$ cat config.mk
export PLATFORM = sky130hd
export DESIGN_NAME = delay_meas_mch
export DESIGN_NICKNAME = d
export VERILOG_FILES = /design/src/rtl/delay_meas_pkg.sv /design/src/rtl/delay_meas_fifo.sv /design/src/rtl/delay_meas_mch.sv
export SDC_FILE = /design/constraint.sdc
export NUM_CORES = 1
export LEC_CHECK = 0
export ABC_AREA = 1
export CORE_AREA = 2 2 241 243
export DETAILED_ROUTE_END_ITERATION = 8
export DIE_AREA = 0 0 243 245
export GPL_TIMING_DRIVEN = 0
export PLACE_DENSITY = 0.77
export SETUP_SLACK_MARGIN = 0.02
export SLEW_MARGIN = 40
export SYNTH_ARGS = -nofsm -noshare
export SYNTH_HDL_FRONTEND = slang
export SYNTH_SLANG_ARGS = --single-unit
$ cat constraint.sdc
create_clock -name clk_i -period 4.3 [get_ports clk_i]
set_input_delay 0.86 -clock clk_i [delete_from_list [all_inputs] [get_ports clk_i]]
set_output_delay 0.86 -clock clk_i [all_outputs]
set_load 0.02 [all_outputs]
$ cat src/rtl/delay_meas_pkg.sv
// Shared status encoding, result record and width helper for the
// multi-channel probe delay measurement block.
package delay_meas_pkg;

  // Upper bounds for the result record: CHANNELS <= 16, TS_W <= 64.
  localparam int MAX_CH_W = 4;
  localparam int MAX_TS_W = 64;

  typedef enum logic [1:0] {
    ST_OK      = 2'd0,
    ST_TIMEOUT = 2'd1,
    ST_SEQ_ERR = 2'd2,
    ST_RSVD    = 2'd3
  } status_e;

  typedef struct packed {
    logic [MAX_CH_W-1:0] ch;
    logic [MAX_TS_W-1:0] delay;
    status_e             status;
  } res_t;

  function automatic int ch_width(input int n);
    return (n <= 1) ? 1 : $clog2(n);
  endfunction

endpackage

$ cat src/rtl/delay_meas_fifo.sv
// Synchronous result FIFO; DEPTH must be a power of two (>= 2).
// Storage is not reset, only the pointers are.
module delay_meas_fifo #(
  parameter int W     = 8,
  parameter int DEPTH = 8
) (
  input  logic         i_clk,
  input  logic         i_rst,
  input  logic         i_wr_en,
  input  logic [W-1:0] i_wr_data,
  input  logic         i_rd_en,
  output logic [W-1:0] o_rd_data,
  output logic         o_full,
  output logic         o_empty
);

  localparam int AW = $clog2(DEPTH);

  logic [W-1:0] r_mem [DEPTH];
  logic [AW:0]  r_wr_ptr;
  logic [AW:0]  r_rd_ptr;
  logic         w_do_wr;
  logic         w_do_rd;

  assign o_empty   = (r_wr_ptr == r_rd_ptr);
  assign o_full    = (r_wr_ptr[AW] != r_rd_ptr[AW]) &&
                     (r_wr_ptr[AW-1:0] == r_rd_ptr[AW-1:0]);
  assign w_do_wr   = i_wr_en && !o_full;
  assign w_do_rd   = i_rd_en && !o_empty;
  assign o_rd_data = r_mem[r_rd_ptr[AW-1:0]];

  always_ff @(posedge i_clk or posedge i_rst) begin
    if (i_rst) begin
      r_wr_ptr <= '0;
      r_rd_ptr <= '0;
    end else begin
      if (w_do_wr) r_wr_ptr <= r_wr_ptr + 1'b1;
      if (w_do_rd) r_rd_ptr <= r_rd_ptr + 1'b1;
    end
  end

  always_ff @(posedge i_clk) begin
    if (w_do_wr) r_mem[r_wr_ptr[AW-1:0]] <= i_wr_data;
  end

endmodule

$ cat src/rtl/delay_meas_mch.sv
// Multi-channel probe round-trip delay measurement with a result FIFO.
// Optional per-channel OK-delay statistics when DELAY_MEAS_STATS_EN is defined.
module delay_meas_mch
  import delay_meas_pkg::*;
#(
  parameter  int CHANNELS    = 4,
  parameter  int TS_W        = 32,
  parameter  int SEQ_W       = 8,
  parameter  int TIMEOUT_CYC = 1250000,
  parameter  int RES_DEPTH   = 8,
  localparam int CH_W        = ch_width(CHANNELS)
) (
  input  logic                clk_i,
  input  logic                rst_i,
  input  logic                tx_valid_i,
  input  logic [CH_W-1:0]     tx_ch_i,
  input  logic [SEQ_W-1:0]    tx_seq_i,
  input  logic                rx_valid_i,
  input  logic [CH_W-1:0]     rx_ch_i,
  input  logic [SEQ_W-1:0]    rx_seq_i,
  output logic                res_valid_o,
  input  logic                res_ready_i,
  output logic [CH_W-1:0]     res_ch_o,
  output logic [TS_W-1:0]     res_delay_o,
  output logic [1:0]          res_status_o,
  output logic [CHANNELS-1:0] ovr_o,
  input  logic                ovr_clr_i,
  output logic [15:0]         drop_cnt_o
`ifdef DELAY_MEAS_STATS_EN
  ,
  input  logic [CH_W-1:0]     stat_ch_i,
  output logic [TS_W-1:0]     stat_min_o,
  output logic [TS_W-1:0]     stat_max_o,
  output logic [31:0]         stat_cnt_o,
  input  logic                stat_clr_i
`endif
);

  localparam logic [TS_W-1:0] TMO  = TS_W'(TIMEOUT_CYC);
  localparam int              FW   = CH_W + TS_W + 2;

  logic [TS_W-1:0]     r_ts;
  logic [CHANNELS-1:0] r_wait;
  logic [CHANNELS-1:0] r_pend;
  logic [CHANNELS-1:0] r_ovr;
  logic [TS_W-1:0]     r_start [CHANNELS];
  logic [SEQ_W-1:0]    r_seq   [CHANNELS];
  logic [15:0]         r_drop;
  res_t                r_res_p0;
  logic                r_vld_p0;

  logic [TS_W-1:0]     w_elapsed [CHANNELS];
  logic [CHANNELS-1:0] w_rx_sel;
  logic [CHANNELS-1:0] w_tx_sel;
  logic [CHANNELS-1:0] w_match;
  logic [CHANNELS-1:0] w_tmo;
  logic [CHANNELS-1:0] w_ovr_set;
  logic [CHANNELS-1:0] w_wait_nx;
  logic [CHANNELS-1:0] w_pick;
  logic [TS_W-1:0]     w_ok_delay;
  res_t                w_cand;
  logic                w_cand_vld;
  logic                w_full;
  logic                w_empty;
  logic [FW-1:0]       w_rd;
  logic                w_unused;

  always_comb begin
    for (int i = 0; i < CHANNELS; i++) w_elapsed[i] = r_ts - r_start[i];
  end

  // Per-channel event resolution: rx first, then timeout, then tx.
  always_comb begin
    w_rx_sel   = '0;
    w_tx_sel   = '0;
    w_match    = '0;
    w_tmo      = '0;
    w_ovr_set  = '0;
    w_wait_nx  = r_wait;
    w_ok_delay = '0;
    for (int i = 0; i < CHANNELS; i++) begin
      w_rx_sel[i] = rx_valid_i && (rx_ch_i == CH_W'(i));
      w_tx_sel[i] = tx_valid_i && (tx_ch_i == CH_W'(i));
      w_match[i]  = w_rx_sel[i] && r_wait[i] && (rx_seq_i == r_seq[i]);
      w_tmo[i]    = r_wait[i] && !w_rx_sel[i] && (w_elapsed[i] >= TMO);
      if (w_match[i]) w_ok_delay = w_elapsed[i];
      if (w_tx_sel[i]) begin
        w_wait_nx[i] = 1'b1;
        w_ovr_set[i] = r_wait[i] && !w_match[i] && !w_tmo[i];
      end else if (w_match[i] || w_tmo[i]) begin
        w_wait_nx[i] = 1'b0;
      end
    end
  end

  always_comb begin
    w_pick     = '0;
    w_cand     = '0;
    w_cand_vld = 1'b0;
    if (|w_rx_sel) begin
      w_cand_vld   = 1'b1;
      w_cand.ch    = MAX_CH_W'(rx_ch_i);
      w_cand.delay = (|w_match) ? MAX_TS_W'(w_ok_delay) : '0;
      w_cand.status = (|w_match) ? ST_OK : ST_SEQ_ERR;
    end else begin
      // Descending scan so the lowest pending channel is the one kept.
      for (int i = CHANNELS - 1; i >= 0; i--) begin
        if (r_pend[i]) begin
          w_cand_vld    = 1'b1;
          w_pick        = '0;
          w_pick[i]     = 1'b1;
          w_cand.ch     = MAX_CH_W'(i);
          w_cand.delay  = MAX_TS_W'(TMO);
          w_cand.status = ST_TIMEOUT;
        end
      end
    end
  end

  always_ff @(posedge clk_i or posedge rst_i) begin
    if (rst_i) begin
      r_ts     <= '0;
      r_wait   <= '0;
      r_pend   <= '0;
      r_ovr    <= '0;
      r_vld_p0 <= 1'b0;
      r_drop   <= '0;
    end else begin
      r_ts     <= r_ts + TS_W'(1);
      r_wait   <= w_wait_nx;
      r_pend   <= (r_pend & ~w_pick) | w_tmo;
      r_ovr    <= (ovr_clr_i ? '0 : r_ovr) | w_ovr_set;
      r_vld_p0 <= w_cand_vld;
      if (r_vld_p0 && w_full && (r_drop != 16'hFFFF)) r_drop <= r_drop + 16'd1;
    end
  end

  always_ff @(posedge clk_i) begin
    r_res_p0 <= w_cand;
    for (int i = 0; i < CHANNELS; i++) begin
      if (w_tx_sel[i]) begin
        r_start[i] <= r_ts;
        r_seq[i]   <= tx_seq_i;
      end
    end
  end

  // p0 -> FIFO write; a full FIFO discards the result.
  delay_meas_fifo #(
    .W     (FW),
    .DEPTH (RES_DEPTH)
  ) u_fifo (
    .i_clk     (clk_i),
    .i_rst     (rst_i),
    .i_wr_en   (r_vld_p0),
    .i_wr_data ({r_res_p0.ch[CH_W-1:0], r_res_p0.delay[TS_W-1:0], r_res_p0.status}),
    .i_rd_en   (res_ready_i),
    .o_rd_data (w_rd),
    .o_full    (w_full),
    .o_empty   (w_empty)
  );

  assign w_unused     = ^{r_res_p0.ch, r_res_p0.delay};
  assign res_valid_o  = !w_empty;
  assign res_ch_o     = w_empty ? '0 : w_rd[TS_W+2 +: CH_W];
  assign res_delay_o  = w_empty ? '0 : w_rd[2 +: TS_W];
  assign res_status_o = w_empty ? '0 : w_rd[1:0];
  assign ovr_o        = r_ovr;
  assign drop_cnt_o   = r_drop;

`ifdef DELAY_MEAS_STATS_EN
  logic [TS_W-1:0] r_min [CHANNELS];
  logic [TS_W-1:0] r_max [CHANNELS];
  logic [31:0]     r_cnt [CHANNELS];

  // Statistics track every OK result at the FIFO write, dropped or not.
  always_ff @(posedge clk_i or posedge rst_i) begin
    if (rst_i) begin
      for (int i = 0; i < CHANNELS; i++) begin
        r_min[i] <= '1;
        r_max[i] <= '0;
        r_cnt[i] <= '0;
      end
    end else if (stat_clr_i) begin
      for (int i = 0; i < CHANNELS; i++) begin
        r_min[i] <= '1;
        r_max[i] <= '0;
        r_cnt[i] <= '0;
      end
    end else if (r_vld_p0 && (r_res_p0.status == ST_OK)) begin
      for (int i = 0; i < CHANNELS; i++) begin
        if (r_res_p0.ch[CH_W-1:0] == CH_W'(i)) begin
          if (r_res_p0.delay[TS_W-1:0] < r_min[i]) r_min[i] <= r_res_p0.delay[TS_W-1:0];
          if (r_res_p0.delay[TS_W-1:0] > r_max[i]) r_max[i] <= r_res_p0.delay[TS_W-1:0];
          if (r_cnt[i] != 32'hFFFF_FFFF) r_cnt[i] <= r_cnt[i] + 32'd1;
        end
      end
    end
  end

  always_comb begin
    stat_min_o = '0;
    stat_max_o = '0;
    stat_cnt_o = '0;
    for (int i = 0; i < CHANNELS; i++) begin
      if (stat_ch_i == CH_W'(i)) begin
        stat_min_o = r_min[i];
        stat_max_o = r_max[i];
        stat_cnt_o = r_cnt[i];
      end
    end
  end
`endif

endmodule
# [Word-level counts from Yosys, hierarchy flattened]
# Memories as Yosys holds them, arrays and structs flattened.
# Index checks and enable logic that the tools add are counted.
[word_totals] regBits=105 latch_bits=0 mem_bits_rw=448 rom_bits=0 input_bits=26 out_inout_bits=57 wordCells=181 n_memories=3
[op_classes] addsub=8 multipliers=0 div=0 magnitude_cmp=4 n_eq_ne=14 shifts=0 n_mux=65 bitwise_logic=4 n_reduce_logical=69
[memory_table] name="u_fifo.r_mem" words=8 width=36 read_ports=1 rd_ports_with_merged_regs=0 wr=1 line_no="delay_meas_fifo.sv:19" rtl="logic [W-1:0] r_mem [DEPTH];"
[memory_table] name="r_start" words=4 width=32 read_ports=4 rd_ports_with_merged_regs=0 wr=1 line_no="delay_meas_mch.sv:46" rtl="logic [TS_W-1:0] r_start [CHANNELS];"
[memory_table] name="r_seq" words=4 width=8 read_ports=4 rd_ports_with_merged_regs=0 wr=1 line_no="delay_meas_mch.sv:47" rtl="logic [SEQ_W-1:0] r_seq [CHANNELS];"
[ops] operator="2-to-1 mux 68 bit" n=5
[ops] operator="2-to-1 mux 32 bit" n=9
[ops] operator="greater-or-equal comparator 32 x 21 -> 1 bit (second input constant)" n=4
[ops] operator="subtractor 32 bit" n=4
[ops] operator="OR reduction 32 bit" n=3
[ops] operator="logical AND 1 bit" n=37
[ops] operator="2-to-1 mux 1 bit" n=33
[ops] operator="adder 32 x 1 -> 32 bit (second input constant)" n=1
[ops] operator="equality test 8 bit" n=4
[ops] operator="2-to-1 mux 4 bit" n=6
[ops] operator="2-to-1 mux 8 bit" n=3
[ops] operator="OR reduction 8 bit" n=3
[ops] operator="2-to-1 mux 2 bit" n=9
[ops] operator="adder 16 x 1 -> 16 bit (second input constant)" n=1
[ops] operator="!= test 16 bit (second input constant)" n=1
[ops] operator="logical NOT 1 bit" n=14
[ops] operator="adder 4 x 1 -> 4 bit (second input constant)" n=2
[ops] operator="equality test 2 bit (second input constant)" n=4
[ops] operator="OR 4 bit" n=2
[ops] operator="nonzero test 2 bit" n=4
[ops] operator="OR reduction 4 bit" n=2
[ops] operator="AND 4 bit" n=1
[ops] operator="equality test 2 x 1 -> 1 bit (second input constant)" n=2
[ops] operator="equality test 4 bit" n=1
[ops] operator="5 further kinds" n=9

# [Depth between registers and ports, before layout]
[depth] depth_word=10 depth_mapped=23 depth_no_buf=23

# [Cells and area by module]
# A second synthesis with hierarchy kept.
[unflattened] hier_cells=4120 area_unflattened_um2=32643.8
[by_module_without_submodules] mod="delay_meas_mch" n_inst=1 cells_each=3221 area_each_um2=21032.7 seq_area_each_um2=7051.8
[by_module_without_submodules] mod="delay_meas_fifo" n_inst=1 cells_each=899 area_each_um2=11611.1 seq_area_each_um2=8848.5

# [Least setup slack after synthesis]
# No wires, ideal clock.
[synth_path] path_type="in2reg" startpoint="input port tx_ch_i[0]" endpoint="memory r_seq[0][0], enable pin" setup_time_ns=0.492 arrival_time_ns=3.783 required_ns=3.808 path_slack_ns=0.025 stages=1 path_buffers=0 cell_sequence="nor3_1"
[synth_via] elab_chain_len=8 elab_cells_between_ends=25 cone_classes="3 x eq/ne; 14 x mux; 8 x reduce/logical"
[synth_rtl] item="start: declaration" line_no="delay_meas_mch.sv:16" rtl="input logic [CH_W-1:0] tx_ch_i,"
[synth_rtl] item="equality test 2 x 1 -> 1 bit" line_no="delay_meas_mch.sv:83" rtl="w_tx_sel[i] = tx_valid_i && (tx_ch_i == CH_W'(i));"
[synth_rtl] item="logical AND 1 bit" line_no="delay_meas_mch.sv:83"
[synth_rtl] item="2-to-1 mux 1 bit" line_no="delay_meas_mch.sv:141" rtl="if (w_tx_sel[i]) begin"
[synth_rtl] item="2-to-1 mux 1 bit (implied by the code)" line_no="delay_meas_mch.sv:143" rtl="r_seq[i] <= tx_seq_i;"
[synth_rtl] item="OR reduction 8 bit (no line)"
[synth_rtl] item="2-to-1 mux 2 bit (no line) or 2-to-1 mux 1 bit (tied branches) (3 in a row)"
[synth_rtl] item="end: declaration" line_no="delay_meas_mch.sv:47"
# Several ways; a longest one is shown, not always the timed one.

# [Final worst setup path]
[layout_path] startpoint="register u_fifo.r_rd_ptr[0]" endpoint="output port res_delay_o[27]"
[layout_via] elab_chain_len=2 elab_cells_between_ends=3 cone_classes="1 x eq/ne; 1 x mux; 1 x memory"
[layout_rtl] item="start: declaration" line_no="delay_meas_fifo.sv:21" rtl="logic [AW:0] r_rd_ptr;"
[layout_rtl] item="start signal: assignment" line_no="delay_meas_fifo.sv:38" rtl="if (w_do_rd) r_rd_ptr <= r_rd_ptr + 1'b1;"
[layout_rtl] item="memory read (8 x 36 bit) or equality test 4 bit (tied branches)"
[layout_rtl] item="2-to-1 mux 32 bit *" line_no="delay_meas_mch.sv:166" rtl="assign res_delay_o = w_empty ? '0 : w_rd[2 +: TS_W];"
[layout_rtl] item="end: declaration" line_no="delay_meas_mch.sv:24" rtl="output logic [TS_W-1:0] res_delay_o,"
# Mark *: on every way between the ends. The rest lies on a longest branch, timed or not.

==> reports/results.txt <==
Slew @ Worst Pin: 828 ps
Mux contribution to synthesized area: 0%
IR drop worst, VDD: 0.450 mV
Post-CTS setup buffer count: 0
Pins Over Slew Limit: 0
First-pass GRT wire length: 147000 um
Area leader, netlist: edfxtp_1
Unrepaired setup endpoints after global routing: no
Setup TNS: 0 ps
Post-synthesis sequential area ratio: 49.4%
RD Place Congestion: 1.03
Hold Fails Final Rpt: 0
Critical path's largest stage delay: 630 ps
Compound-cell area share of the yosys netlist: 7.93%
Max_cap viols: 0
WL/cell: 19.2 um
Most used cell, CP: clkbuf_4
Worst Skew: 47.6 ps
Clock Sinks: 553
Routed Antenna Nets: 0
Chip width: 243 um
Power density over cell area: 485 nW/um^2
Reg clk slew, reported paths: 60 ps
Vias per cell: 5.44
Share of cells above drive strength 1: 5.97%
Largest net degree at the start of global routing: 38
Post-Synth XOR/XNOR Area: 2.85%
Syn_area_per_cell: 8.03 um^2
Syn Inst Count: 4014
Setup CP Type: flip-flop to output port
Worst Path Max Fanout: 10
Hold Slack: 488 ps
Remaining global-route overflow: 0
Rows: 88
CP Launch Type: flip-flop
Hold Crit Depth: 2
WP data required: 3440 ps
Fmax achieved: 0.238 GHz
Mapped Nets: 4172
CTS Buf Count: 56
Tot Pwr: 0.0178 W
CTS tree: yes
Final nets: 4362
Inst Count DP: 4912
Die H: 245 um
Core ar.: 57000 um^2
Final wirelength: 96400 um
Rel. slew slack: 44.8%
Number of synthesized register bits: 553
Vias in the first global route: 26.5k
Yosys cell types: 51
Synth top area share: 41.8%
P&R area growth vs syn: 13.7%
Via count: 27.3k
TritonRoute pass-1 iters: 6
Ys async rst share: 12.5%
Ys flop type: edfxtp_1
Initial detailed-routing violation count: 2253
Port bufs: 82
Synthesis Warnings: 0
Simple-gate share of the synthesized area: 25.8%
Status: finished, final reports clean
Initial antenna violation count: 0
Detailed Place HPWL: 74800 um
Final Non-Filler Cells: 5018
Final setup viols: 0
Clk buf depth: 3
Die Area: 59500 um^2
Maximum level of the CTS H-tree: 2
Crit path cell chain: clkbuf_4 -> clkinv_2 -> clkbuf_4 -> clkbuf_4 -> nor2_1 -> o22ai_1 -> o21ai_0 -> a31oi_1 -> clkdlybuf4s50_1
All-Layer GR Usage: 32.3%
Worst EP arrival: 3340 ps
Synth top area cells: edfxtp_1 42%, nand2_1 14%, inv_1 7.7%, nor2_1 5.7%, dfrtp_1 5.4%
Io pins: 83
Starting density of the core: 56.5%
Root Driver: clkbuf_16
Cell Area, Synth: 32200 um^2
Period utilization: 97.7%
Minimum clock period: 4200 ps
Worst-Skew Late Latency: 650 ps
R2R depth: 22
CP endpoint kind: output port
Lkg Pwr: 17.1 nW
HP Class: flip-flop to flip-flop
Adder-cell share of the synthesized area: 5.22%
EDFF count, synth: 448
DRC: 0
Largest family of logic cells by synthesized area: simple AND/OR/NAND/NOR gates
Slowest cell on the critical path: clkdlybuf4s50_1
-- per-stage QoR --
| step | instance area [um^2] | utilization (%) | setup WS [ps] |
|---|---|---|---|
| floorplan | 32200 | - | 24.5 |
| global placement | 34000 | 59.6 | -2710 |
| detailed placement | 34600 | 60.7 | -123 |
| CTS | 36600 | 64.2 | 31.4 |
| global route | 36600 | 64.2 | 22.6 |
| finish | 36600 | 64.2 | 99.9 |
-- critical path: cells and delay by family (launching register included) --
kind / cells / cell delay [ps]
buf+inv: 5 / 1580
compound gates: 3 / 550
flops: 1 / 470
simple gates: 1 / 60
-- registers in the layout (all words and copies together) (netlist names) --
signal	count
ovr_o	4
r_wait	4
r_pend	4
u_fifo.r_rd_ptr	4
r_res_p0	36
r_ts	32
r_seq	32
u_fifo.r_mem	288
drop_cnt_o	16
u_fifo.r_wr_ptr	4
r_vld_p0	1
r_start	128
-- where the power goes --
| group | switching (W) | internal [W] | total, W |
|---|---|---|---|
| registers | 0.000274 | 0.00677 | 0.00705 |
| clock network | 0.00216 | 0.00301 | 0.00517 |
| logic | 0.00368 | 0.00188 | 0.00556 |
| total | 0.00611 | 0.0117 | 0.0178 |
-- cell usage after synthesis (all sizes together), types with 13 or more instances --
master,count
o21ai,226
xnor2,33
ha,128
nor3,40
nor2,502
inv,671
a21oi,93
xor2,72
a31oi,43
nand3,180
clkbuf,60
nand3b,21
buf,18
nand2,1188
or2,17
dfxtp,36
dfrtp,69
o21bai,13
edfxtp,448
nand4,40
o22ai,50
-- cells by family after synthesis --
family	after synthesis
flip-flops	553
XOR/XNOR	105
adder cells (fa/ha/maj)	132
buffers and inverters	750
AND/OR/NAND/NOR	2015
AO/OA/AOI/OAI	459
-- path summary, 6_finish.rpt --
| kind | from | slack (ps) | end |
|---|---|---|---|
| setup / recovery | u_fifo.r_rd_ptr[0] | 100 | res_delay_o[27] |
| hold / removal | ovr_o[3] | 490 | ovr_o[3] |
| setup reg to reg | r_ts[1] | 650 | ovr_o[1] |
| hold reg to reg | ovr_o[3] | 490 | ovr_o[3] |
| max in group asynchronous | rst_i | 3150 | r_wait[2] |
| min in group asynchronous | rst_i | 610 | r_ts[0] |
-- repair_timing --
action	in CTS	in global routing
resized for setup	33	14
pin swaps	0	0
cloned	0	0
setup endpoints to repair	36	22
hold buffers	0	0
-- cells in the final DEF, fill, tap and decap left out, drive strengths merged, types with 10 or more instances in the layout --
cell type      count
a21oi             93
o21bai            13
nor2             502
nor3              40
nand4             40
xor2              72
clkbuf           132
nand3            180
nand3b            21
inv              675
or2               17
clkinv            19
nand2           1188
dfxtp             36
xnor2             33
and2              12
dlygate4sd2       10
a31oi             43
buf               71
o22ai             50
clkdlybuf4s50     69
ha               128
o21ai            226
edfxtp           448
dfrtp             69
-- routing by layer --
| layer | vias up | wire length, um | track usage (%) |
|---|---|---|---|
| met1 | 12680 | 37000 | 37.6 |
| met2 | 983 | 48100 | 58.2 |
| met3 | 266 | 5760 | 4.02 |
| li1 | 13356 | - | - |
| met5 | - | 0 | 0 |
| met4 | 0 | 5630 | 17.6 |
-- cell type report --
type | instances | area (um^2)
fillers | 4888 | 20400
flip-flops and latches | 553 | 15900
multi-input cells | 2711 | 13600
inverters | 672 | 2530
clock buffers | 75 | 1610
repair buffers | 133 | 1350
well taps | 765 | 957
clock inverters | 31 | 383
plain buffers | 77 | 349
diodes | 1 | 2.50
No activity file was read; power rests on OpenSTA's default activity.
